[src/rtl/skolem_serial_mul.sv]
// Truncating LSB-first shift-add multiplier; product is valid exactly W cycles after start.
module skolem_serial_mul #(
    parameter int W = 4
) (
    input  logic         clk,
    input  logic         rst_n,
    input  logic         start,
    input  logic [W-1:0] a,
    input  logic [W-1:0] b,
    output logic         busy,
    output logic         done,
    output logic [W-1:0] product
);
    localparam int CW = $clog2(W + 1);

    logic [W-1:0]  acc;
    logic [W-1:0]  mcand;
    logic [W-1:0]  mplier;
    logic [CW-1:0] cnt;

    // The start cycle performs the first partial product; W-1 more steps follow.
    always_ff @(posedge clk or negedge rst_n) begin
        if (!rst_n) begin
            // NOTE: sequential state uses non-blocking assignments so every register samples pre-edge values.
            acc    <= '0;
            mcand  <= '0;
            mplier <= '0;
            cnt    <= '0;
            busy   <= 1'b0;
            done   <= 1'b0;
        end else if (start) begin
            acc    <= b[0] ? a : '0;
            mcand  <= a << 1;
            mplier <= b >> 1;
            cnt    <= CW'(W - 1);
            busy   <= (W > 1);
            done   <= (W == 1);
        end else if (busy) begin
            acc    <= acc + (mplier[0] ? mcand : '0);
            mcand  <= mcand << 1;
            mplier <= mplier >> 1;
            cnt    <= cnt - 1'b1;
            busy   <= (cnt != CW'(1));
            done   <= (cnt == CW'(1));
        end else begin
            done   <= 1'b0;
        end
    end

    assign product = acc;

endmodule

[config.mk]
export PLATFORM = sky130hd
export DESIGN_NAME = skolem_serial_mul
export DESIGN_NICKNAME = d
export VERILOG_FILES = /design/src/rtl/skolem_serial_mul.sv
export SDC_FILE = /design/constraint.sdc
export NUM_CORES = 1
export LEC_CHECK = 0
export ABC_AREA = 1
export CAP_MARGIN = 20
export CORE_MARGIN = 2
export CORE_UTILIZATION = 46
export CTS_BUF_LIST = sky130_fd_sc_hd__clkbuf_8
export CTS_CLUSTER_DIAMETER = 80
export DETAILED_ROUTE_END_ITERATION = 7
export PLACE_DENSITY = 0.8
export SYNTH_ARGS = -nofsm -noshare
export SYNTH_HDL_FRONTEND = slang
export SYNTH_SLANG_ARGS = --single-unit
[constraint.sdc]
create_clock -name clk -period 1.4 [get_ports clk]
set_clock_uncertainty 0.15 [all_clocks]
set_input_delay 0.28 -clock clk [delete_from_list [all_inputs] [get_ports clk]]
set_output_delay 0.28 -clock clk [all_outputs]
set_load 0.05 [all_outputs]
# Word-level counts from Yosys, hierarchy flattened
# Cells that the tools add are included.
# op_classes
n_addsub,2
eq_ne,2
muxes,14
reduce_logical,1
# op_table
cell,n
$mux W4,8
$mux W3,2
$add A4 B4 Y4,1
$mux W1,4
$eq A3 B1 Y1 const B,1
$ne A3 B1 Y1 const B,1
$sub A3 B1 Y3 const B,1
$reduce_bool A2 Y1,1
# word_totals
register_bits,17
input_bits,11
out_inout_bits,6
elab_cells,25

# Longest topological paths before layout
# logic_depth
word_depth,4
mapped_depth,10
depth_no_buf,10

# Worst setup path before layout
# Ideal clock, no wire load.
# synth_path
kind,register to register
start,reg acc[1] (netlist: product[1])
end,reg acc[3] (netlist: product[3])
setup_ps,73
t_arrival_ps,1659
required_time_ps,1177
slack_ps,-482
path_stages_with_launch,9
path_buffers,0
synth_period_minus_slack_ps,1882
path_cell_list,dfrtp_1 ha_1 inv_1 fa_1 inv_1 nand2_1 nand3_1 nand3_1 a21oi_2
# synth_between
elab_chain_cells,3
# synth_rtl
element,line,text
start: declaration,16,logic [W-1:0] acc;
start signal: assignment,32,acc <= b[0] ? a : '0;
start signal: assignment,39,acc <= acc + (mplier[0] ? mcand : '0);
$add A4 B4 Y4,39,
$mux W4,38,end else if (busy) begin
$mux W4,31,end else if (start) begin
# No other way between the ends. The select of a mux whose other input is x is not followed.
# A chain may end at the register's enable or synchronous reset.

# Worst setup path in the final report
# layout_path
start,reg mplier[0]
end,reg acc[2] (netlist: product[2])
# layout_between
elab_chain_cells,4
# layout_rtl
element,line,text
start: declaration,18,logic [W-1:0] mplier;
start signal: assignment,34,mplier <= b >> 1;
start signal: assignment,41,mplier <= mplier >> 1;
$mux W4,39,
$add A4 B4 Y4,39,
$mux W4,38,
$mux W4,31,
# No other way between the ends. The select of a mux whose other input is x is not followed.

==> run_results.csv <==
group,metric,value,unit
route,route.vias.total,705,
critical_path,critPathKind,"flop to flop",
power_and_ir_drop,switching_power,0.767,mW
yosys,synth_edf_count,0,
power_and_ir_drop,combPwrFrac,46.6,%
global_route,grt_max_degree,16,
global_route,globalRoute.totalOverflow,0,
run_status,outcome,"finished with violations",
yosys,synthDominantCellAreaShare,49.6,%
route,drt_iter0_markers,17,
final_layout,multiInputGateArea,353,µm²
placement,place.gp.congestion,0.777,
power_and_ir_drop,switching_share,39.5,%
floorplan,rows,14,
critical_path,cp_cell_sequence,"nand2_1, inv_2, ha_4, inv_2, fa_2, a21oi_2, a31oi_1, nor2_1",
hold_path,hold_path_class,"input pin to asynchronous set/reset pin",
route,drt_wl_total,1.73,mm
cts,clk_latency,0.25,ns
power_and_ir_drop,power_frac_seq,34.8,%
critical_path,start_kind,"flop",
yosys,ys_top_cells_by_count,"nand2_1 (19), dfrtp_1 (15), inv_1 (12)",
sta,whs,0.184,ns
critical_path,endpoint,"product[2]",
route,vias_per_cell,5.42,
floorplan,ios,17,
cts,cts_tree,"yes",
global_route,antenna_found_initial,0,
critical_path,crit_required,1.39,ns
placement,dp_hpwl,1.24,mm
global_route,grt_pass1_wl,2.72,mm
yosys,yosys_most_used_dff,"dfrtp_1",
flow_run,drv_cap,0,
cts,cts.sinks,15,
cts,cts_hold_buffers,0,
critical_path,rr_startpoint,"mplier[0]",
yosys,yosys_warnings,0,
cts,ctsRootBufferMaster,"clkbuf_8",
critical_path,r2r_slack,-0.26,ns
global_route,grt_usage,19.5,%
floorplan,die_x,44.6,µm
power_and_ir_drop,p_int,1.17,mW
power_and_ir_drop,ir_worst_vdd,0.00112,V
yosys,synth_top_area_cell,"dfrtp_1",
critical_path,worstPathArrival,1.65,ns
placement,io_buffers,16,
route,drtPass1Iterations,4,
floorplan,initial_utilization,49.7,%
sta,setup_ws,-0.258,ns
power_and_ir_drop,clock_power_share,18.6,%
floorplan,die_area,1990,µm²
yosys,synth.ff_latch_count,15,
yosys,synth_area_leaders,"dfrtp_1 (50%), nand2_1 (9.4%), inv_1 (6.0%)",
cts,cts_buffer_depth,2,
run_status,failed_checks,"negative setup slack",
route,drt-wirelength-per-cell,13.3,µm
yosys,netlist_area,757,µm²
final_layout,fillers,106,
cts,numCtsBuffers,3,
sta,clock.fmax,603,MHz
power_and_ir_drop,fin_total_pwr,1.94,mW
critical_path,regToRegEndpoint,"product[2]",
sta,final_hold_viol_count,0,
placement,placed_area,1060,µm²
yosys,synth.avg_cell_area,8.80,µm²
sta,period_needed,1.66,ns
yosys,synthesis.nets,101,
power_and_ir_drop,cellPowerDensity,1700,nW/µm²
sta,tightest_slew,0.239,ns
floorplan,die_h,44.6,µm
critical_path,cpMostUsedCell,"inv_2",
critical_path,crit_fanout,2,
floorplan,coreArea,1520,µm²
sta,timing.slew.headroom,84.0,%
route,antenna_left,0,
critical_path,reg2reg_depth,8,
route,drcViolationCount,0,
yosys,yosysMostFrequentCell,"nand2_1",
sta,drv_slew,0,
final_layout,num_antenna_cells,0,
final_layout,fin_nets,130,
yosys,synthCells,86,
sta,setup_viol,2,
global_route,grt_pass1_vias,623,
critical_path,startpoint,"mplier[0]",
yosys,synth_seq_area_share,49.6,%
cts,clk_pin_slew,0.07,ns
final_layout,syn_to_final_growth,50.9,%
critical_path,end_kind,"flop",
yosys,synthArstFlopShare,100,%
critical_path,critPathMaxStageDelay,0.52,ns
critical_path,slowest_stage,"fa_2",
yosys,synth_cell_types,20,
sta,setup_tns,-0.455,ns
cts,h-tree-depth,1,
sta,finalCritPeriodShare,118,%
final_layout,regArea,379,µm²
final_layout,design_area,1140,µm²
sta,rsz0062_at_grt,"true",
final_layout,drive_above_1_share,36.0,%
power_and_ir_drop,p_leak,0.557,nW
[how the worst min path moves through the flow]
stage / cells past startpoint / slack [ns] / end
CTS: 2 / 0.19 / mplier[2]
finish: 2 / 0.18 / cnt[1]
detailed placement: 2 / 0.32 / mplier[0]
floorplan: 0 / -0.17 / busy
global placement: 2 / 0.32 / mplier[0]
global route: 2 / 0.22 / cnt[1]
[area by class of cell]
class / count / area share, %
inverters: 15 / 4.93
well taps: 16 / 1.75
clock inverters: 1 / 0.438
clock buffers: 3 / 3.61
flip-flops and latches: 15 / 33.2
multi-input cells: 55 / 30.9
repair buffers: 25 / 25.2
[what timing repair did]
item	CTS	global route
gates cloned	0	0
gates resized for setup	5	5
pin swaps	0	3
setup buffers	1	0
endpoints found under the setup margin	3	3
[registers in the layout (all words and copies together), names as in the netlist]
register  flops
busy          1
product       4
done          1
mplier        3
cnt           3
mcand         3
[worst max-delay path: cells and delay by family, from the launching register on]
kind / cells / cell delay, ns
buf+inv: 2 / 0.09
compound gates: 2 / 0.20
simple gates: 2 / 0.11
flops: 1 / 0.35
fa+ha+maj: 2 / 0.64
[power by group through the flow]
| stage | registers (mW) | clock network, mW | logic (mW) |
|---|---|---|---|
| 2_1_floorplan | 0.832 | 0 | 0.274 |
| 3_3_place_gp | 0.667 | 0 | 0.837 |
| 3_5_place_dp | 0.677 | 0 | 0.860 |
| 4_1_cts | 0.673 | 0.362 | 0.883 |
| 5_1_grt | 0.691 | 0.387 | 0.974 |
| 6_report | 0.676 | 0.360 | 0.905 |
[logic make-up (layout without fill, tap and decap cells)]
logic type                 count (synthesis)  after routing  synth area share (%)
and+or+nand+nor                           35             35                  20.5
buffers and inverters                     16             44                  8.92
AOI/OAI and AO/OA                         16             16                  13.4
DFF                                       15             15                  49.6
adders and majority gates                  4              4                  7.60
[routing by layer]
layer / part of all wire, % / vias up / global-route usage, %
li1: - / 338 / -
met1: 45 / 337 / 26.0
met2: 47 / 22 / 29.0
met3: 5.7 / 8 / 4.90
met4: 2.1 / 0 / 10.3
met5: 0 / - / 0
[stage by stage]
step	utilization [%]	setup slack (ns)	std cells
final	75.0	-0.258	130
after global routing	75.0	-0.335	130
after CTS	73.6	-0.252	130
after detailed placement	69.6	-0.276	125
after global placement	69.6	-0.215	125
after floorplan	-	-0.319	86
[layout by cell type (no fill, tap or decap), drive strengths merged]
| cell type | instances |
|---|---|
| o22ai | 1 |
| a22oi | 2 |
| o221ai | 1 |
| fa | 1 |
| inv | 15 |
| a31oi | 2 |
| o21ai | 5 |
| clkinv | 1 |
| clkdlybuf4s50 | 10 |
| dfrtp | 15 |
| nor2 | 8 |
| nand2 | 20 |
| a22o | 1 |
| clkbuf | 3 |
| nand3 | 7 |
| a21oi | 4 |
| buf | 15 |
| ha | 3 |
No activity file was read; power rests on OpenSTA's default activity.
